--- src/rtl/apb3_initiator.sv ---
// APB3 initiator: turns a single-command request port into one APB3 transfer
// (IDLE -> SETUP -> ACCESS -> RESP) with an optional wait-state timeout.
module apb3_initiator #(
  parameter int ADDR_WIDTH = 32,
  parameter int TIMEOUT    = 16
) (
  input  logic                  PCLK,
  input  logic                  PRESET,
  input  logic                  REQ_VALID,
  output logic                  REQ_READY,
  input  logic                  REQ_WRITE,
  input  logic [ADDR_WIDTH-1:0] REQ_ADDR,
  input  logic [31:0]           REQ_WDATA,
  output logic                  RSP_VALID,
  output logic [31:0]           RSP_RDATA,
  output logic                  RSP_ERR,
  output logic [ADDR_WIDTH-1:0] PADDR,
  output logic                  PSEL,
  output logic                  PENABLE,
  output logic                  PWRITE,
  output logic [31:0]           PWDATA,
  input  logic [31:0]           PRDATA,
  input  logic                  PREADY,
  input  logic                  PSLVERR,
  output logic [1:0]            dbg_state
);

  typedef enum logic [1:0] {
    IDLE   = 2'd0,
    SETUP  = 2'd1,
    ACCESS = 2'd2,
    RESP   = 2'd3
  } state_t;

  localparam logic [8:0] TO_LIMIT = 9'(TIMEOUT);

  state_t     state;
  state_t     state_nxt;
  logic [7:0] wait_cnt;
  logic       ready_en;
  logic       accept;
  logic       timeout_hit;

  // Handshake: a command is taken on a clock edge where REQ_VALID and
  // REQ_READY are both high; REQ_READY is only ever high in IDLE.
  assign accept = (state == IDLE) && ready_en && REQ_VALID;

  // Fires on the ACCESS cycle that would be the TIMEOUT-th PREADY-low cycle;
  // a PREADY-high cycle never times out, so normal completion wins.
  assign timeout_hit = (TIMEOUT != 0) && !PREADY &&
                       (({1'b0, wait_cnt} + 9'd1) == TO_LIMIT);

  always_ff @(posedge PCLK or posedge PRESET) begin
    if (PRESET) state <= IDLE;
    else        state <= state_nxt;
  end

  always_comb begin
    state_nxt = state;
    case (state)
      IDLE:    if (accept) state_nxt = SETUP;
      SETUP:   state_nxt = ACCESS;
      ACCESS:  if (PREADY || timeout_hit) state_nxt = RESP;
      RESP:    state_nxt = IDLE;
      default: state_nxt = IDLE;
    endcase
  end

  always_comb begin
    REQ_READY = (state == IDLE) && ready_en;
    PSEL      = (state == SETUP) || (state == ACCESS);
    PENABLE   = (state == ACCESS);
    RSP_VALID = (state == RESP);
    dbg_state = state;
  end

  // ready_en keeps REQ_READY low while in reset and for no longer.
  always_ff @(posedge PCLK or posedge PRESET) begin
    if (PRESET) begin
      ready_en  <= 1'b0;
      PADDR     <= '0;
      PWRITE    <= 1'b0;
      PWDATA    <= 32'h0;
      wait_cnt  <= 8'h0;
      RSP_RDATA <= 32'h0;
      RSP_ERR   <= 1'b0;
    end else begin
      ready_en <= 1'b1;
      if (accept) begin
        PADDR  <= REQ_ADDR;
        PWRITE <= REQ_WRITE;
        PWDATA <= REQ_WDATA;
      end
      if (state == SETUP)
        wait_cnt <= 8'h0;
      else if ((state == ACCESS) && !PREADY && (wait_cnt != 8'hff))
        wait_cnt <= wait_cnt + 8'd1;
      if ((state == ACCESS) && PREADY) begin
        RSP_RDATA <= PWRITE ? 32'h0 : PRDATA;
        RSP_ERR   <= PSLVERR;
      end else if ((state == ACCESS) && timeout_hit) begin
        RSP_RDATA <= 32'h0;
        RSP_ERR   <= 1'b1;
      end
    end
  end

endmodule

--- config.mk ---
export PLATFORM = sky130hd
export DESIGN_NAME = apb3_initiator
export DESIGN_NICKNAME = d
export VERILOG_FILES = /design/src/rtl/apb3_initiator.sv
export SDC_FILE = /design/constraint.sdc
export NUM_CORES = 1
export LEC_CHECK = 0
export CAP_MARGIN = 15
export CORE_MARGIN = 2
export CORE_UTILIZATION = 44
export DETAILED_ROUTE_END_ITERATION = 12
export PLACE_DENSITY = 0.85
export SETUP_SLACK_MARGIN = 0.02
export SLEW_MARGIN = 20
export SYNTH_ARGS = -nofsm -noshare
export SYNTH_HDL_FRONTEND = slang
export SYNTH_SLANG_ARGS = --single-unit
--- constraint.sdc ---
create_clock -name PCLK -period 5.76 [get_ports PCLK]
set_input_delay 1.152 -clock PCLK [delete_from_list [all_inputs] [get_ports PCLK]]
set_output_delay 1.152 -clock PCLK [all_outputs]
set_load 0.05 [all_outputs]
Word level (Yosys, flattened, before mapping)
Index checks and enable logic that the tools add are counted.
W data, S select, Z words.
{"block": "word_totals", "ff_bits": 109}
{"block": "op_classes", "add_sub_neg": 2, "eq_ne": 7, "muxes": 10, "n_reduce_logical": 14}
{"op": "$mux W32", "n": 3}
{"op": "$mux W8", "n": 2}
{"op": "$add A8 B1 Y9 const B", "n": 1}
{"op": "$eq A9 B5 Y1 const B", "n": 1}
{"op": "$add A8 B1 Y8 const B", "n": 1}
{"op": "$ne A8 B8 Y1 const B", "n": 1}
{"op": "$pmux W2 S4", "n": 1}
{"op": "$logic_and A1 B1 Y1", "n": 7}
{"op": "$eq A2 B2 Y1 const B", "n": 2}
{"op": "$mux W2", "n": 2}
{"op": "$reduce_bool A2 Y1", "n": 2}
{"op": "$eq A2 B1 Y1 const B", "n": 1}
{"op": "$logic_not A2 Y1", "n": 1}
{"op": "$logic_or A1 B1 Y1", "n": 2}
{"op": "$mux W1", "n": 2}
{"op": "$ne A2 B1 Y1 const B", "n": 1}
{"op": "$ne A2 B2 Y1 const B", "n": 1}
{"op": "$reduce_and A2 Y1", "n": 1}
{"op": "$logic_not A1 Y1", "n": 1}

Logic depth before layout (Yosys ltp)
Gate-level depths: netlist (run 1).
{"block": "depth", "depth_word": 6, "depth_mapped": 9, "depth_no_buf": 8}

Least setup slack after synthesis (run 1)
No wires, ideal clock.
{"block": "synth_path", "path_type": "reg-to-reg", "startpoint": "register state[0], in the netlist dbg_state[0]", "endpoint": "register wait_cnt[7]", "setup_ns": 0.128, "arrival_time_ns": 2.441, "slack_ns": 3.191, "stages_incl_launch_ff": 10, "n_path_buf": 1, "synth_period_minus_slack_ns": 2.569, "path_cell_list": "dfrtp_1 > inv_1 > ha_1 > nand2b_1 > a41o_1 > clkbuf_1 > nor3_1 > nand3_1 > xor2_1 > nor2_1"}
{"block": "synth_between", "elab_chain_cells": 4, "elab_cells_between_ends": 6, "classes_between": "eq/ne: 2; mux: 1; reduce/logical: 3"}
{"element": "from (decl)", "line_no": "37", "rtl": "state_t state;"}
{"element": "from (signal assigned)", "line_no": "55", "rtl": "else state <= state_nxt;"}
{"element": "$eq A2 B2 Y1"}
{"element": "named net PENABLE", "line_no": "19", "rtl": "output logic PENABLE,"}
{"element": "$logic_and A1 B1 Y1 (2 in a row)", "line_no": "96", "rtl": "else if ((state == ACCESS) && !PREADY && (wait_cnt != 8'hff))"}
{"element": "$reduce_bool A2 Y1 (no line)"}
{"element": "to (signal assigned)", "line_no": "97", "rtl": "wait_cnt <= wait_cnt + 8'd1;"}
{"element": "to (decl)", "line_no": "39", "rtl": "logic [7:0] wait_cnt;"}
The timed path passes the listed nets, and every way through them passes these cells.
A chain may end at the register's enable or synchronous reset.

Worst setup path after layout (run 1)
{"block": "layout_path", "startpoint": "register state[0], in the netlist dbg_state[0]", "endpoint": "output port REQ_READY"}
{"block": "layout_between", "elab_chain_cells": 2}
{"element": "$logic_not A2 Y1", "line_no": "70", "rtl": "REQ_READY = (state == IDLE) && ready_en;"}
{"element": "$logic_and A1 B1 Y1", "line_no": "70"}
{"element": "to (decl)", "line_no": "10", "rtl": "output logic REQ_READY,"}
Every way passes these cells.

==> metrics.txt, run 1 <==
crit-path max FO=5; Critical Path AT=2050 ps; Global Route Usage Sum=between 10% and 20%; hold buffers post-CTS=0; Design Area, Final=between 6000 and 7000 sq um; Total Routed Length=10770 um; CORE AREA=9684 sq um; worst setup path startpoint=dbg_state[0]$_DFFE_PP0P_; Ports=206; post-synthesis cell type count=38; Setup crit start kind=flip-flop; TritonCTS Buffers=9; worst vdd ir=around 0.38 mV; worst path required time=4610 ps; Area Overhead vs Synth=55.52%; synthesized netlist cell count=290; Post CTS Setup Buffer Count=0; number of routed nets with antenna violations=0; depth of the most critical reg-to-reg path=7; detailed placer's ending HPWL=roughly 8100 um; vias per cell=between 4 and 5; Crit path depth=4; final setup fails=0; Remaining DRCs=0; synth warn=0; vias in the first global route=3195; drt wl/cell=roughly 17 um; clk slew on worst S/H paths=90 ps; initial antenna violation count=0; class of the worst hold path=flip-flop to flip-flop; FP Rows=36; PwrDens=slightly below 700 nW/um^2; Worst Max-Slew Pin Slew=865.3 ps; Buf+Inv Stages, Crit Path=2; Setup TNS=0 ps; DR pass1 iterations=4; Die W=103.2 um; Via Count=~3100; Nets=601; critical path's largest stage delay=810 ps; Synth Net Count=between 300 and 400; Max-slew headroom=42.10%; # fillers=around 700; dpl cell area=~6500 sq um; Worst Setup EP=REQ_READY; reg2reg start=wait_cnt[0]$_DFFE_PP0P_; Die Area=10650 sq um; Max Freq=0.3123 GHz; static leakage=roughly 2.9 nW; initial DRC count=79; crit end category=output port; H-tree levels=3; Worst R2R End=RSP_RDATA[28]$_DFFE_PP0P_; post-CTS resize count=0; syn avg cell area=roughly 15 sq um; Clock Skew=about 14 ps; ratio of cells with drive above 1 in the final layout=approximately a fifth; RSZ-0062 raised after global routing=no; global route total overflow=0; Diodes inserted=0; Initial Util=44.73%; fin crit period=between 3000 and 4000 ps; status=complete, no violations; Root Buffer=clkbuf_8; Clock Latency Late Sink=360 ps; register-to-register setup slack=between 3000 and 4000 ps; Syn Std Cell Area=approximately 4300 sq um; sequential fraction of the synthesis area=62.97%; pins over their slew limit=0; critical path's top delay family=buffers and inverters; Critical Path, Cell by Cell=inv_1 -> ha_1 -> and2_1 -> clkdlybuf4s50_1; CTS max path bufs=2; slowest library cell on the worst path=clkdlybuf4s50_1; port buffer count=205; global placer's final weighted congestion=approximately 0.73; critical path class=flip-flop to output port; final worst path period share=55.60%; Seq cells post-synth=109; pin count of the biggest net entering global routing=64; global-route wire length before repair=15910 um; TritonCTS Sinks=between 100 and 150; maxcap violations=0; CTS tree=built; Vert. Die Dim=103.2 um; Final Hold Vio Count=0; WHS Path Cells=1
## cells in the final DEF, fill, tap and decap left out, drive strengths merged
master           n
clkdlybuf4s50  205
dfrtp          109
mux2            66
a22o            32
nor2            15
clkbuf          12
ha               7
xnor2            6
inv              6
nand2            5
bufinv           4
nand3            4
and2             2
nor3             2
xor2             2
buf              2
or3              2
o21ai            2
a21oi            2
and3             1
nand2b           1
a41o             1
a21boi           1
o211ai           1
nor4             1
a311oi           1
a2111oi          1
o21a             1
a2bb2oi          1
mux2i            1
conb             1
## per-stage QoR
stage	std cells	power, mW	hold WS (ps)	setup slack [ps]	util [%]
2_1_floorplan	290	3.094	540.6	1734	-
3_3_place_gp	614	3.983	483.7	2615	66.87
3_5_place_dp	614	4.049	481.1	2666	66.93
4_1_cts	630	4.637	508.5	2517	69.56
5_1_grt	630	4.797	514.7	2427	69.56
6_report	630	4.594	504.3	2558	69.56
## where the power goes
part / internal (mW) / total (mW) / switching [mW]
Clock: 0.334 / 0.578 / 0.244
Sequential: 1.12 / 1.32 / 0.199
Combinational: 0.980 / 2.70 / 1.72
## Yosys cell counts, drive strengths merged
library cell / count / area [sq um]
dfrtp: 109 / 2728
mux2: 66 / 743.2
a22o: 32 / 284.0
nor2: 15 / 58.81
buf: 10 / 73.81
ha: 7 / 87.58
clkbuf: 6 / 22.52
inv: 6 / 22.52
xnor2: 6 / 52.55
nand2: 5 / 21.27
nand3: 4 / 32.53
a21oi: 2 / 13.76
and2: 2 / 12.51
nor3: 2 / 10.01
o21ai: 2 / 21.27
or3: 2 / 18.77
xor2: 2 / 17.52
a2111oi: 1 / 27.53
a21boi: 1 / 7.510
a2bb2oi: 1 / 8.760
a311oi: 1 / 8.760
a41o: 1 / 10.01
and3: 1 / 7.510
conb: 1 / 3.750
mux2i: 1 / 10.01
nand2b: 1 / 6.260
nor4: 1 / 6.260
o211ai: 1 / 7.510
o21a: 1 / 7.510
## registers in the layout, indices dropped and copies added (netlist names)
name       count
PADDR         32
PWDATA        32
RSP_RDATA     32
wait_cnt       8
dbg_state      2
PWRITE         1
RSP_ERR        1
ready_en       1
## layer usage
metal	GRT usage, %	wire length (um)	vias up
met5	0	0	-
met4	7.692	200	0
met3	6.788	951	14
met2	35.31	5513	138
met1	21.90	4101	1527
li1	-	-	1424
## worst min path at each step
stage,endpoint,startpoint
detailed placement,RSP_RDATA[23]$_DFFE_PP0P_,RSP_RDATA[23]$_DFFE_PP0P_
global route,RSP_RDATA[20]$_DFFE_PP0P_,RSP_RDATA[20]$_DFFE_PP0P_
CTS,RSP_RDATA[26]$_DFFE_PP0P_,RSP_RDATA[26]$_DFFE_PP0P_
global placement,RSP_RDATA[29]$_DFFE_PP0P_,RSP_RDATA[29]$_DFFE_PP0P_
finish,RSP_RDATA[26]$_DFFE_PP0P_,RSP_RDATA[26]$_DFFE_PP0P_
floorplan,wait_cnt[7]$_DFFE_PP0P_,wait_cnt[7]$_DFFE_PP0P_
## cell families (layout without fill, tap and decap cells)
group / count (synthesis) / count (layout) / share of synthesized area, %
muxes: 67 / 67 / 17.39
DFF: 109 / 109 / 62.97
and+or+nand+nor: 33 / 33 / 4.015
AOI/OAI and AO/OA: 43 / 43 / 9.157
adders and majority gates: 7 / 7 / 2.022
buffers and inverters: 22 / 229 / 2.744
other: 1 / 1 / 0.08657
xor gates and xnor gates: 8 / 8 / 1.618
## layout make-up
| class | count | area (sq um) | area share, % |
|---|---|---|---|
| Inverter | 6 | 25.02 | 0.3715 |
| Tap cell | 133 | 166.4 | 2.470 |
| Sequential cell | 109 | 2728 | 40.49 |
| Timing Repair Buffer | 207 | 2067 | 30.68 |
| Clock buffer | 12 | 135.1 | 2.006 |
| Multi-Input combinational cell | 159 | 1495 | 22.20 |
| Clock inverter | 4 | 120.1 | 1.783 |
Note: power is estimated with default switching activity, not from simulation.
==> inputs of run 2 (changes only) <==
--- a/config.mk
+++ b/config.mk
@@ -7,9 +7,9 @@
 export LEC_CHECK = 0
 export CAP_MARGIN = 15
 export CORE_MARGIN = 2
-export CORE_UTILIZATION = 44
+export CORE_UTILIZATION = 41
 export DETAILED_ROUTE_END_ITERATION = 12
-export PLACE_DENSITY = 0.85
+export PLACE_DENSITY = 0.8
 export SETUP_SLACK_MARGIN = 0.02
 export SLEW_MARGIN = 20
 export SYNTH_ARGS = -nofsm -noshare
==> constraint.sdc (replaced) <==
create_clock -name PCLK -period 2.96 [get_ports PCLK]
set_input_delay 0.592 -clock PCLK [delete_from_list [all_inputs] [get_ports PCLK]]
set_output_delay 0.592 -clock PCLK [all_outputs]
set_load 0.05 [all_outputs]
==> metrics.txt, run 2 (same netlist as run 1, synthesis figures left out) <==
Max Freq=0.3745 GHz; Diodes inserted=0; Area Overhead vs Synth=54.53%; initial DRC count=135; crit end category=output port; Remaining DRCs=0; Max-slew headroom=42.20%; Nets=603; worst path required time=roughly 2400 ps; post-CTS resize count=0; CORE AREA=10280 sq um; RSZ-0062 raised after global routing=no; Design Area, Final=6694 sq um; final worst path period share=between 90% and 100%; Clock Skew=16.65 ps; initial antenna violation count=0; P_sw=4.203 mW; CTS tree=built; H-tree levels=3; register-to-register setup slack=~430 ps; worst vdd ir=0.8752 mV; status=complete, no violations; Global Route Usage Sum=18.61%; CTS max path bufs=2; ratio of cells with drive above 1 in the final layout=20.24%; Critical Path AT=2080 ps; # fillers=788; Final Hold Vio Count=0; fin crit period=2670 ps; Clock Latency Late Sink=380 ps; maxcap violations=0; TritonCTS Buffers=9; crit-path max FO=5; final setup fails=0; clk slew on worst S/H paths=~100 ps; static leakage=2.856 nW; Setup TNS=0 ps; Initial Util=a little over two fifths; TritonCTS Sinks=109; PwrDens=between 1000 and 1500 nW/um^2; biggest regs=PADDR (32), PWDATA (32), RSP_RDATA (32); global route total overflow=0; Internal=4.420 mW; port buffer count=205; Seq pwr share=29.5%; most common cell after layout, fill and taps aside=clkdlybuf4s50_1; Sw Share=48.75%; Total Routed Length=between 10000 and 15000 um; Via Count=3109; Clock power frac=9.7%; Vert. Die Dim=106.8 um; Setup crit start kind=flip-flop; hold buffers post-CTS=0; DR pass1 iterations=4; vias in the first global route=3290; commonest non-fill, non-tap cells in the layout=clkdlybuf4s50_1 (205), dfrtp_1 (109), mux2_2 (66); overall power=8.623 mW; Die Area=11400 sq um; pins over their slew limit=0; Worst Max-Slew Pin Slew=863.7 ps; critical path class=flip-flop to output port; Root Buffer=clkbuf_8; drt wl/cell=16.42 um; class of the worst hold path=flip-flop to flip-flop; Gate power share=60.8%; Post CTS Setup Buffer Count=0; pin count of the biggest net entering global routing=65; global placer's final weighted congestion=0.8036; global-route wire length before repair=16430 um; FP Rows=37; dpl cell area=6509 sq um; Min Hold Slack=504.7 ps; number of routed nets with antenna violations=0; Die W=106.8 um; vias per cell=4.896; detailed placer's ending HPWL=7789 um; Ports=approximately 210
[run 2: worst max-delay path: stages (launching register included)]
cell and delay, ps:
dfrtp_1 440, inv_1 120, ha_1 170, and2_1 170, clkdlybuf4s50_1 820
[run 2: area by class of cell]
cell class	count	area [sq um]	area share (%)
Inverter	6	26.28	0.3925
Clock inverter	6	47.55	0.7103
Tap cell	136	170.2	2.542
Clock buffer	10	137.6	2.056
Sequential cell	109	2728	40.75
Timing Repair Buffer	209	2095	31.29
Multi-Input combinational cell	159	1490	22.26
[run 2: power groups by stage]
stage / Sequential [mW] / Combinational (mW) / Clock [mW]
detailed placement: 2.58 / 5.27 / 0
finish: 2.54 / 5.24 / 0.838
global placement: 2.55 / 5.19 / 0
floorplan: 4.93 / 1.09 / 0
global route: 2.63 / 5.44 / 0.939
CTS: 2.55 / 5.29 / 0.875
[run 2: worst paths after layout]
path                                            from                         to  depth (start not counted)
min                        RSP_RDATA[19]$_DFFE_PP0P_  RSP_RDATA[19]$_DFFE_PP0P_                          1
max in group asynchronous                     PRESET  RSP_RDATA[31]$_DFFE_PP0P_                          3
max reg2reg                  wait_cnt[0]$_DFFE_PP0P_  RSP_RDATA[24]$_DFFE_PP0P_                          7
min in group asynchronous                     PRESET      PADDR[23]$_DFFE_PP0P_                          3
max                         dbg_state[1]$_DFFE_PP0P_                  REQ_READY                          4
min reg2reg                RSP_RDATA[19]$_DFFE_PP0P_  RSP_RDATA[19]$_DFFE_PP0P_                          1
[run 2: layer usage]
layer | global-route usage, % | vias up | share of wire, % | routed length [um]
li1 | - | 1430 | - | -
met1 | 22.62 | 1515 | 40 | 4135
met2 | 30.25 | 149 | 49 | 5128
met3 | 5.897 | 15 | 9.2 | 960
met4 | 8.627 | 0 | 1.9 | 200
met5 | 0 | - | 0 | 0
[run 2: stage by stage]
step | util [%] | cells | setup WS [ps]
detailed placement | 63.33 | 619 | 472.9
global route | 65.13 | 635 | 151.5
floorplan | - | 290 | 390.9
CTS | 65.13 | 635 | 235.7
finish | 65.13 | 635 | 289.8
global placement | 63.33 | 619 | 609.4
==> inputs of run 3 (changes only) <==
--- a/config.mk
+++ b/config.mk
@@ -7,9 +7,9 @@
 export LEC_CHECK = 0
 export CAP_MARGIN = 15
 export CORE_MARGIN = 2
-export CORE_UTILIZATION = 41
+export CORE_UTILIZATION = 44
 export DETAILED_ROUTE_END_ITERATION = 12
-export PLACE_DENSITY = 0.8
+export PLACE_DENSITY = 0.85
 export SETUP_SLACK_MARGIN = 0.02
 export SLEW_MARGIN = 20
 export SYNTH_ARGS = -nofsm -noshare
==> constraint.sdc (replaced) <==
create_clock -name PCLK -period 3.3 [get_ports PCLK]
set_input_delay 0.66 -clock PCLK [delete_from_list [all_inputs] [get_ports PCLK]]
set_output_delay 0.66 -clock PCLK [all_outputs]
set_load 0.05 [all_outputs]
==> metrics.txt, run 3 (same netlist as run 1, synthesis figures left out) <==
status=complete, no violations; pin count of the biggest net entering global routing=87; port buffer count=205; fin crit period=2760 ps; global route total overflow=0; drt wl/cell=17.19 um; TritonCTS Sinks=109; Via Count=3133; Die Area=between 10000 and 15000 sq um; Root Buffer=clkbuf_8; most common cell after layout, fill and taps aside=clkdlybuf4s50_1; pins over their slew limit=0; Max-slew headroom=42.57%; Die W=~100 um; Sw Share=47.24%; class of the worst hold path=flip-flop to flip-flop; Min Hold Slack=a little over 500 ps; Worst Max-Slew Pin Slew=858.3 ps; number of routed nets with antenna violations=0; CORE AREA=9684 sq um; Critical Path AT=2100 ps; hold buffers post-CTS=0; Placed Cells=about 620; H-tree levels=3; crit end category=output port; Global Route Usage Sum=a little over 20%; biggest regs=PADDR (32), PWDATA (32), RSP_RDATA (32); TritonCTS Buffers=9; post-CTS resize count=0; initial DRC count=79; commonest non-fill, non-tap cells in the layout=clkdlybuf4s50_1 (205), dfrtp_1 (109), mux2_2 (66); Layout Cells excl Fill=631; Setup TNS=0 ps; vias in the first global route=about 3200; Clock power frac=a little over an eighth; Ports=206; Final Hold Vio Count=0; ratio of cells with drive above 1 in the final layout=around a fifth; Remaining DRCs=0; overall power=8.059 mW; global placer's final weighted congestion=0.7088; FP Rows=36; vias per cell=slightly below 5; initial antenna violation count=0; P_sw=3.807 mW; Initial Util=roughly 45%; Gate power share=58.5%; Post CTS Setup Buffer Count=0; DR pass1 iterations=4; Layout Utilization=70.01%; Max Freq=0.3623 GHz; detailed placer's ending HPWL=7685 um; crit-path max FO=5; global-route wire length before repair=16080 um; maxcap violations=0; Clock Skew=4.657 ps; clk slew on worst S/H paths=roughly 100 ps; Vert. Die Dim=just over 100 um; Diodes inserted=0; PwrDens=1189 nW/um^2; Internal=4.252 mW; Nets=between 600 and 700; worst path required time=about 2600 ps; Setup crit start kind=flip-flop; CTS max path bufs=2; Seq pwr share=28.4%; critical path class=flip-flop to output port; Clock Latency Late Sink=380 ps; CTS tree=built; final worst path period share=83.65%; Total Routed Length=around 11000 um; RSZ-0062 raised after global routing=no; worst vdd ir=between 0.6 and 0.7 mV; Area Overhead vs Synth=56.53%; final setup fails=0; static leakage=2.909 nW
## run 3: cell types whose count changed in the layout (fill, tap and decap cells not counted)
cell        change
clkbuf_8        -1
bufinv_16       +4
buf_12          +1
clkinvlp_4      -4
buf_4           -2
clkinv_4        +1
## run 3: cell type report
cell class | instances | area, sq um
Tap cell | 133 | 166.4
Clock inverter | 7 | 146.4
Sequential cell | 109 | 2728
Fill cell | 692 | 2904
Clock buffer | 9 | 123.9
Inverter | 6 | 26.28
Timing Repair Buffer | 208 | 2100
Multi-Input combinational cell | 159 | 1490
## run 3: path summary, 6_finish.rpt
kind / cells after the start / start / to / slack (ps)
worst max-delay path: 4 / dbg_state[1]$_DFFE_PP0P_ / REQ_READY / 540
worst min register to register: 1 / RSP_RDATA[10]$_DFFE_PP0P_ / RSP_RDATA[10]$_DFFE_PP0P_ / 510
worst max register to register: 7 / wait_cnt[0]$_DFFE_PP0P_ / RSP_RDATA[28]$_DFFE_PP0P_ / 800
max in group asynchronous: 3 / PRESET / PWDATA[23]$_DFFE_PP0P_ / 1830
min in group asynchronous: 2 / PRESET / wait_cnt[1]$_DFFE_PP0P_ / 670
worst min-delay path: 1 / RSP_RDATA[10]$_DFFE_PP0P_ / RSP_RDATA[10]$_DFFE_PP0P_ / 510
## run 3: critical path, stage by stage, from the launching register on
cell and delay [ps]:
dfrtp_1 440, inv_1 120, ha_1 170, and2_1 160, clkdlybuf4s50_1 820
## run 3: per-layer routing
| layer | global-route usage, % | routed length (um) | share of wire, % |
|---|---|---|---|
| met1 | 23.32 | 4085 | 38 |
| met2 | 33.17 | 5357 | 49 |
| met3 | 10.35 | 1255 | 12 |
| met4 | 5.263 | 145 | 1.3 |
| met5 | 0 | 0 | 0 |
## run 3: stage by stage
step                area (sq um)  worst slack (ps)
floorplan                   4335             730.9
global placement            6510             891.3
detailed placement          6510             788.1
CTS                         6780             508.5
global route                6780             407.0
finish                      6780             539.6
## run 3: power by group through the flow
stage	Sequential [mW]	Clock (mW)	Combinational, mW
2_1_floorplan	4.42	0	0.979
3_3_place_gp	2.29	0	4.67
3_5_place_dp	2.31	0	4.73
4_1_cts	2.29	1.08	4.75
5_1_grt	2.37	1.13	4.89
6_report	2.29	1.06	4.71
